==> config.mk <==
export PLATFORM = sky130hd
export DESIGN_NAME = spk_out_buf
export DESIGN_NICKNAME = d
export VERILOG_FILES = /design/src/rtl/spk_out_buf.sv
export SDC_FILE = /design/constraint.sdc
export NUM_CORES = 1
export LEC_CHECK = 0
export CAP_MARGIN = 20
export CORE_MARGIN = 4
export CORE_UTILIZATION = 55
export DETAILED_ROUTE_END_ITERATION = 10
export GPL_ROUTABILITY_DRIVEN = 0
export PLACE_DENSITY = 0.75
export SLEW_MARGIN = 0
export SYNTH_ARGS = -nofsm -noshare
export SYNTH_HDL_FRONTEND = slang
export SYNTH_SLANG_ARGS = --single-unit
==> constraint.sdc <==
create_clock -name clk -period 5.5 [get_ports clk]
set_clock_uncertainty 0.1 [all_clocks]
set_input_delay 1.1 -clock clk [delete_from_list [all_inputs] [get_ports clk]]
set_output_delay 1.1 -clock clk [all_outputs]
set_load 0.05 [all_outputs]
==> src/rtl/spk_out_buf.sv <==
// spk_out_buf: spike output stage between the neuron soma and the router.
// Captures the {z,y,x} source ID of every firing neuron and attaches a
// destination ID (source plus a per-axis offset, each axis wrapping on its
// own). The {dst,src} packet is buffered in a FIFO and sent to the router
// over a valid/ready handshake. Back-pressure goes to the work controller
// through an almost-full flag.
//
// Ports:
//   clk, rst                 clock, asynchronous active-high reset
//   soma_spk_vld             neuron fired this cycle
//   config_spk_out_neuid     {z,y,x} source ID of the firing neuron
//   config_clear             synchronous flush of FIFO and status
//   dst_dx/dst_dy/dst_dz     per-axis destination offsets
//   spk_out_config_full      almost-full back-pressure (registered)
//   spk_out_vld/_data/_rdy   router handshake, packet {dst_z,dst_y,dst_x,src_z,src_y,src_x}
//   spk_out_ovf              sticky overflow flag
//   spk_out_drop_cnt         saturating count of dropped spikes
module spk_out_buf #(
  parameter int SW     = 24,
  parameter int DEPTH  = 16,
  parameter int AW     = 4,
  parameter int MARGIN = 4
) (
  input  logic              clk,
  input  logic              rst,
  input  logic              soma_spk_vld,
  input  logic [SW-1:0]     config_spk_out_neuid,
  input  logic              config_clear,
  input  logic [SW/3-1:0]   dst_dx,
  input  logic [SW/3-1:0]   dst_dy,
  input  logic [SW/3-1:0]   dst_dz,
  output logic              spk_out_config_full,
  output logic              spk_out_vld,
  output logic [2*SW-1:0]   spk_out_data,
  input  logic              spk_out_rdy,
  output logic              spk_out_ovf,
  output logic [7:0]        spk_out_drop_cnt
);

  localparam int FW = SW / 3;
  localparam logic [AW:0] CNT_MAX  = (AW+1)'(DEPTH);
  localparam logic [AW:0] CNT_FULL = (AW+1)'(DEPTH - MARGIN);

  logic [2*SW-1:0] mem_q [DEPTH];
  logic [AW-1:0]   wr_ptr_q, wr_ptr_d, rd_ptr_q, rd_ptr_d;
  logic [AW:0]     count_q, count_d;
  logic            out_vld_q, out_vld_d;
  logic [2*SW-1:0] out_data_q, out_data_d;
  logic            full_q, full_d;
  logic            ovf_q, ovf_d;
  logic [7:0]      drop_q, drop_d;

  logic            pop_s, wr_acc_s, drop_s, load_s, stor_empty_s, mem_we_s;
  logic [AW:0]     stor_cnt_s;
  logic [FW-1:0]   dst_x_s, dst_y_s, dst_z_s;
  logic [2*SW-1:0] wr_pkt_s;

  // Packet assembly: each axis adds its offset modulo 2^FW, no carry between axes.
  always_comb begin
    dst_x_s  = config_spk_out_neuid[FW-1:0]      + dst_dx;
    dst_y_s  = config_spk_out_neuid[2*FW-1:FW]   + dst_dy;
    dst_z_s  = config_spk_out_neuid[3*FW-1:2*FW] + dst_dz;
    wr_pkt_s = {dst_z_s, dst_y_s, dst_x_s, config_spk_out_neuid};
  end

  // Handshake qualifiers. count includes the output register, so storage
  // occupancy is count minus the output-register valid bit.
  always_comb begin
    pop_s        = out_vld_q & spk_out_rdy;
    stor_cnt_s   = count_q - {{AW{1'b0}}, out_vld_q};
    stor_empty_s = (stor_cnt_s == {(AW+1){1'b0}});
    // At full, a pop in the same cycle frees the slot the write needs.
    wr_acc_s     = soma_spk_vld & ~config_clear & ((count_q != CNT_MAX) | pop_s);
    drop_s       = soma_spk_vld & ~config_clear & (count_q == CNT_MAX) & ~pop_s;
    load_s       = ~out_vld_q | pop_s;
  end

  // Next-state logic for pointers, count, output register and status.
  always_comb begin
    wr_ptr_d   = wr_ptr_q;
    rd_ptr_d   = rd_ptr_q;
    count_d    = count_q;
    out_vld_d  = out_vld_q;
    out_data_d = out_data_q;
    ovf_d      = ovf_q;
    drop_d     = drop_q;
    mem_we_s   = 1'b0;
    if (config_clear) begin
      wr_ptr_d   = {AW{1'b0}};
      rd_ptr_d   = {AW{1'b0}};
      count_d    = {(AW+1){1'b0}};
      out_vld_d  = 1'b0;
      out_data_d = {(2*SW){1'b0}};
      ovf_d      = 1'b0;
      drop_d     = 8'd0;
    end else begin
      count_d = count_q + {{AW{1'b0}}, wr_acc_s} - {{AW{1'b0}}, pop_s};
      if (load_s) begin
        if (!stor_empty_s) begin
          // Head of storage moves into the output register; a new write queues behind it.
          out_vld_d  = 1'b1;
          out_data_d = mem_q[rd_ptr_q];
          rd_ptr_d   = rd_ptr_q + {{(AW-1){1'b0}}, 1'b1};
          mem_we_s   = wr_acc_s;
        end else if (wr_acc_s) begin
          // Storage empty: bypass straight into the output register.
          out_vld_d  = 1'b1;
          out_data_d = wr_pkt_s;
        end else begin
          out_vld_d  = 1'b0;
        end
      end else begin
        mem_we_s = wr_acc_s;
      end
      if (mem_we_s) begin
        wr_ptr_d = wr_ptr_q + {{(AW-1){1'b0}}, 1'b1};
      end else begin
        wr_ptr_d = wr_ptr_q;
      end
      if (drop_s) begin
        ovf_d = 1'b1;
        if (drop_q != 8'hFF) begin
          drop_d = drop_q + 8'd1;
        end else begin
          drop_d = drop_q;
        end
      end else begin
        ovf_d = ovf_q;
      end
    end
    full_d = (count_d >= CNT_FULL);
  end

  // State registers with asynchronous reset.
  always_ff @(posedge clk or posedge rst) begin
    if (rst) begin
      wr_ptr_q   <= {AW{1'b0}};
      rd_ptr_q   <= {AW{1'b0}};
      count_q    <= {(AW+1){1'b0}};
      out_vld_q  <= 1'b0;
      out_data_q <= {(2*SW){1'b0}};
      full_q     <= 1'b0;
      ovf_q      <= 1'b0;
      drop_q     <= 8'd0;
    end else begin
      wr_ptr_q   <= wr_ptr_d;
      rd_ptr_q   <= rd_ptr_d;
      count_q    <= count_d;
      out_vld_q  <= out_vld_d;
      out_data_q <= out_data_d;
      full_q     <= full_d;
      ovf_q      <= ovf_d;
      drop_q     <= drop_d;
    end
  end

  // FIFO storage array; contents are don't-care until written.
  always_ff @(posedge clk) begin
    if (mem_we_s) begin
      mem_q[wr_ptr_q] <= wr_pkt_s;
    end
  end

  assign spk_out_vld         = out_vld_q;
  assign spk_out_data        = out_data_q;
  assign spk_out_config_full = full_q;
  assign spk_out_ovf         = ovf_q;
  assign spk_out_drop_cnt    = drop_q;

endmodule

# == Yosys cells after proc, flatten, opt, wreduce, memory -nomap -nowiden ==
# Memory sizes are Yosys's and may differ from the RTL's.
# Cells that the tools add are included.
# totals
ram_bits,768
word_cells,67
reg_bits,72
n_memories,1
output_inout_bits,59
# mem_list
name,words,word_bits,read_ports,rd_clocked_by_memory_dff,wr,line_no,text
mem_q,16,48,1,0,1,44,logic [2*SW-1:0] mem_q [DEPTH];
# classes
magnitude_cmp,1
bitwise,10
n_addsub,9
mux,25
n_reduce_logical,8
n_eq_ne,5
# op_table
cell,n
$mux W48,4
$add A8 B8 Y8,3
$mux W8,3
$mux W4,5
$mux W1,12
$sub A5 B1 Y5,2
$add A4 B1 Y4 const B,2
$add A8 B1 Y8 const B,1
$ne A8 B8 Y1 const B,1
$reduce_bool A2 Y1,4
$reduce_and A2 Y1,3
$add A5 B1 Y5,1
$and A1 B1 Y1,5
$eq A5 B5 Y1 const B,1
$ge A5 B4 Y1 const B,1
$logic_not A5 Y1,1
$mux W5,1
$ne A5 B5 Y1 const B,1
$ne A3 B3 Y1 const B,1
$not A1 Y1,3
$ne A2 B2 Y1 const B,1
$or A1 B1 Y1,2

# == Longest topological paths before layout ==
# depth
depth_word,9
mapped_depth,16
depth_no_buf,15

# == Worst setup path after synthesis ==
# No wires, ideal clock.
# synth_path
path_kind,input to register
startpoint,in spk_out_rdy
endpoint,mem mem_q[12][0] in the netlist's numbering (enable)
path_slack_ns,0.793
arrival_ns,4.153
path_stages,6
required_time_ns,4.946
path_buffers,1
cell_sequence,and2_1 -> o21ai_1 -> or2_2 -> clkbuf_1 -> nand4bb_1 -> nor2_1
# synth_via
elab_chain_cells,9
elab_cells_between_ends,10
# synth_rtl
element,line_no,text
from (decl),35,"input logic spk_out_rdy,"
$and A1 B1 Y1 (*),69,pop_s = out_vld_q & spk_out_rdy;
$or A1 B1 Y1,73,wr_acc_s = soma_spk_vld & ~config_clear & ((count_q != CNT_MAX) | pop_s);
$and A1 B1 Y1,73,
$mux W1,99,if (!stor_empty_s) begin
$mux W1 (*),98,if (load_s) begin
$mux W1 (*) (2 in a row),88,if (config_clear) begin
$mux W1 (*),159,if (mem_we_s) begin
$mux W1 (implied by the code) (*),160,mem_q[wr_ptr_q] <= wr_pkt_s;
to (decl),44,
# Every way passes the cells marked *; elsewhere a longest branch is shown, timed or not. The select of a mux whose other input is x is not followed.

# == Worst setup path in the final report ==
# layout_path
startpoint,in config_spk_out_neuid[8]
endpoint,"reg out_data_q[38], in the netlist spk_out_data[38]"
# layout_via
elab_chain_cells,5
# layout_rtl
element,line_no,text
from (decl),27,"input logic [SW-1:0] config_spk_out_neuid,"
$add A8 B8 Y8,61,dst_y_s = config_spk_out_neuid[2*FW-1:FW] + dst_dy;
named net dst_y_s[6],55,"logic [FW-1:0] dst_x_s, dst_y_s, dst_z_s;"
$mux W48,105,end else if (wr_acc_s) begin
$mux W48,99,
$mux W48,98,
$mux W48,88,
to (signal assigned),141,out_data_q <= {(2*SW){1'b0}};
to (signal assigned),150,out_data_q <= out_data_d;
to (decl),48,"logic [2*SW-1:0] out_data_q, out_data_d;"
# The timed path passes the listed nets, and every way through them passes these cells. The select of a mux whose other input is x is not followed.
# A chain may end at the register's enable or synchronous reset.

==> run metrics <==
Cell Count, Final, Fillers Out 2,621; M1 GR Usage between 30% and 40%; Die Area 65,000 um^2; Hold Path Depth 1; fin crit period 3950 ps; Final setup viols 0; max_cap viols 0; Die H 255 um; first-pass GRT wire length 115 mm; GRT Total Usage 24.2%; hold_sp spk_out_data[6]; max-slew violations 0; Peak supply drop 0.000307 V; number of global-route vias before repair 17,500; Mapped Area 33,500 um^2; yosys warns 0; share of cells above drive strength 1 22.1%; CTS tree built; std cell rows 90; Worst Tran Pin Value 1030 ps; final worst-path cycle share 71.8%; critical path type input port to register; DRT Wirelength between 70 and 80 mm; Endpoint, Worst Hold spk_out_data[6]; unrepaired setup endpoints after global routing false; # DRC 0; post-CTS resize count 0; Clock H-tree levels 3; grt met3 use 4.89%; Starting Density 55.5%; syn_nets between 1,500 and 2,000; FMAX about 0.25 GHz; DR vias 17,200; Hold Path Class register to register; Iteration-0 DRC Markers 2,166; Area Growth Syn to Fin 15.3%; TritonCTS Sinks 840; most common library cell in the layout ignoring fill and taps edfxtp_1; maximum fanout along the worst path 18; Clk Tree Root Cell clkbuf_16; Synth async-reset ratio 8.57%; CTS Hold Bufs 0; GR peak layer met2; type of destination of the critical path register; worst reg2reg setup slack between 1500 and 2000 ps; Die W roughly 250 um; most frequent cells in the layout 768 x edfxtp_1, 195 x mux4_2, 111 x clkdlybuf4s50_1, 92 x a211oi_1, 87 x clkbuf_16; power density cells ~460 nW/um^2; fin nets 1,862; #FFs+latches synth 840; IO Pins between 100 and 150; overflow left after global routing 0; Placed Cells 2,465; initial antenna violation count 4; drt pass-1 iters 5; WP data arrival 4330 ps; core footprint between 60,000 and 70,000 um^2; DP HPWL between 30 and 40 mm; Gate Count Post-Synth approximately 1,600; clock buffer count from CTS between 80 and 90; worst endpoint required time 5880 ps; Startpoint Class input port; Post-synth EDFFs approximately 770; met2 GRT Util 38.3%; post-CTS setup buffer count 0; cell depth of the worst flop-to-flop path 8; R2R Path Start count_q[1]; final hold vios 0; Worst-Skew Late Latency 610 ps; post-synthesis sequential area ratio 74.2%; IO Port Bufs 111; Reg clk slew, reported paths around 60 ps; r2r endpoint mem_q[6][0]; Final ANT Viol Nets 0; largest net degree at the start of global routing 102; setup_tns 0 ps; Clock Tree Buf Depth 3; Power Total around 18 mW; syn avg cell area 20.8 um^2; Avg WL per Cell 29.6 um; dominant synthesized flop cell edfxtp_1; Leak 12.4 nW; vias per inst 6.58; Slew Limit Headroom 31.6%; post-synth cell types 56; status completed
[Yosys cell counts (all sizes together) (5+ instances only)]
cell	count	area, um^2
edfxtp	768	23100
mux4	195	4390
a211oi	92	691
dfrtp	72	1800
nor2b	54	338
a221o	48	480
mux2i	48	480
buf	46	279
clkbuf	45	169
ha	36	450
inv	26	97.6
nor2	18	67.6
a21oi	17	85.1
and2	15	93.8
xnor2	14	123
xor2	12	105
o21ai	10	50.0
nor3	9	45.0
and3	7	43.8
nand2b	7	43.8
nand3	7	35.0
a21o	6	45.0
nand2	5	18.8
[final cells by class]
cell class,instances,area (um^2)
inverter,26,98.8
timing repair buffer,165,1780
clock buffer,112,2350
sequential,840,24900
clock inverter,41,360
multi-input combinational,654,8190
tap,782,978
antenna,1,2.50
fill,3930,21700
[power breakdown]
part	internal (mW)	leakage, nW	total, mW	switching, mW
Sequential	7.40	7.86	7.81	0.405
Combinational	1.99	3.21	4.34	2.35
Clock	3.28	1.33	5.60	2.32
Total	12.7	12.4	17.7	5.08
[worst max path at each step]
stage,startpoint,slack (ps),endpoint,cells past startpoint
after floorplan,spk_out_rdy,790,mem_q[12][0],6
after global placement,config_spk_out_neuid[0],1130,spk_out_data[30],8
after detailed placement,config_spk_out_neuid[0],980,spk_out_data[30],8
after CTS,config_spk_out_neuid[8],1660,spk_out_data[38],8
after global routing,config_spk_out_neuid[8],1400,spk_out_data[38],8
final,config_spk_out_neuid[8],1550,spk_out_data[38],8
[state kept, by name, summed over array words and instances (netlist names)]
signal               count
spk_out_vld              1
spk_out_ovf              1
wr_ptr_q                 4
spk_out_data            48
count_q                  5
rd_ptr_q                 4
mem_q                  768
spk_out_config_full      1
spk_out_drop_cnt         8
[metal layers]
metal  up-vias  routed length, um
li1       7072                  -
met1      9065              30100
met2       970              37600
met3       132               7890
met4         4               2110
met5         -                 21
[kinds of logic (layout without fill, tap and decap cells)]
family / Yosys count / in the layout / synth area share [%]
AOI/OAI and AO/OA: 195 / 195 / 4.64
DFF: 840 / 840 / 74.2
buffers and inverters: 117 / 344 / 1.63
xor gates and xnor gates: 26 / 26 / 0.679
and+or+nand+nor: 147 / 147 / 2.68
adders and majority gates: 40 / 40 / 1.58
other: 0 / 1 / 0
muxes: 246 / 246 / 14.6
[worst max-delay path, cell delays in order]
cell,delay (ps)
clkdlybuf4s50_1,750
ha_1,430
fa_1,420
a21o_1,180
a21oi_1,240
nand3b_1,150
nand3_1,520
a221o_1,530
[metrics by stage]
stage	setup WS, ps	hold slack, ps	utilization, %	instance area (um^2)
4_1_cts	1660	417	64.0	38600
3_5_place_dp	983	400	59.5	35900
5_1_grt	1400	434	64.0	38600
2_1_floorplan	793	441	-	33500
3_3_place_gp	1130	395	59.5	35900
6_report	1550	413	64.0	38600
No activity file was read; power rests on OpenSTA's default activity.
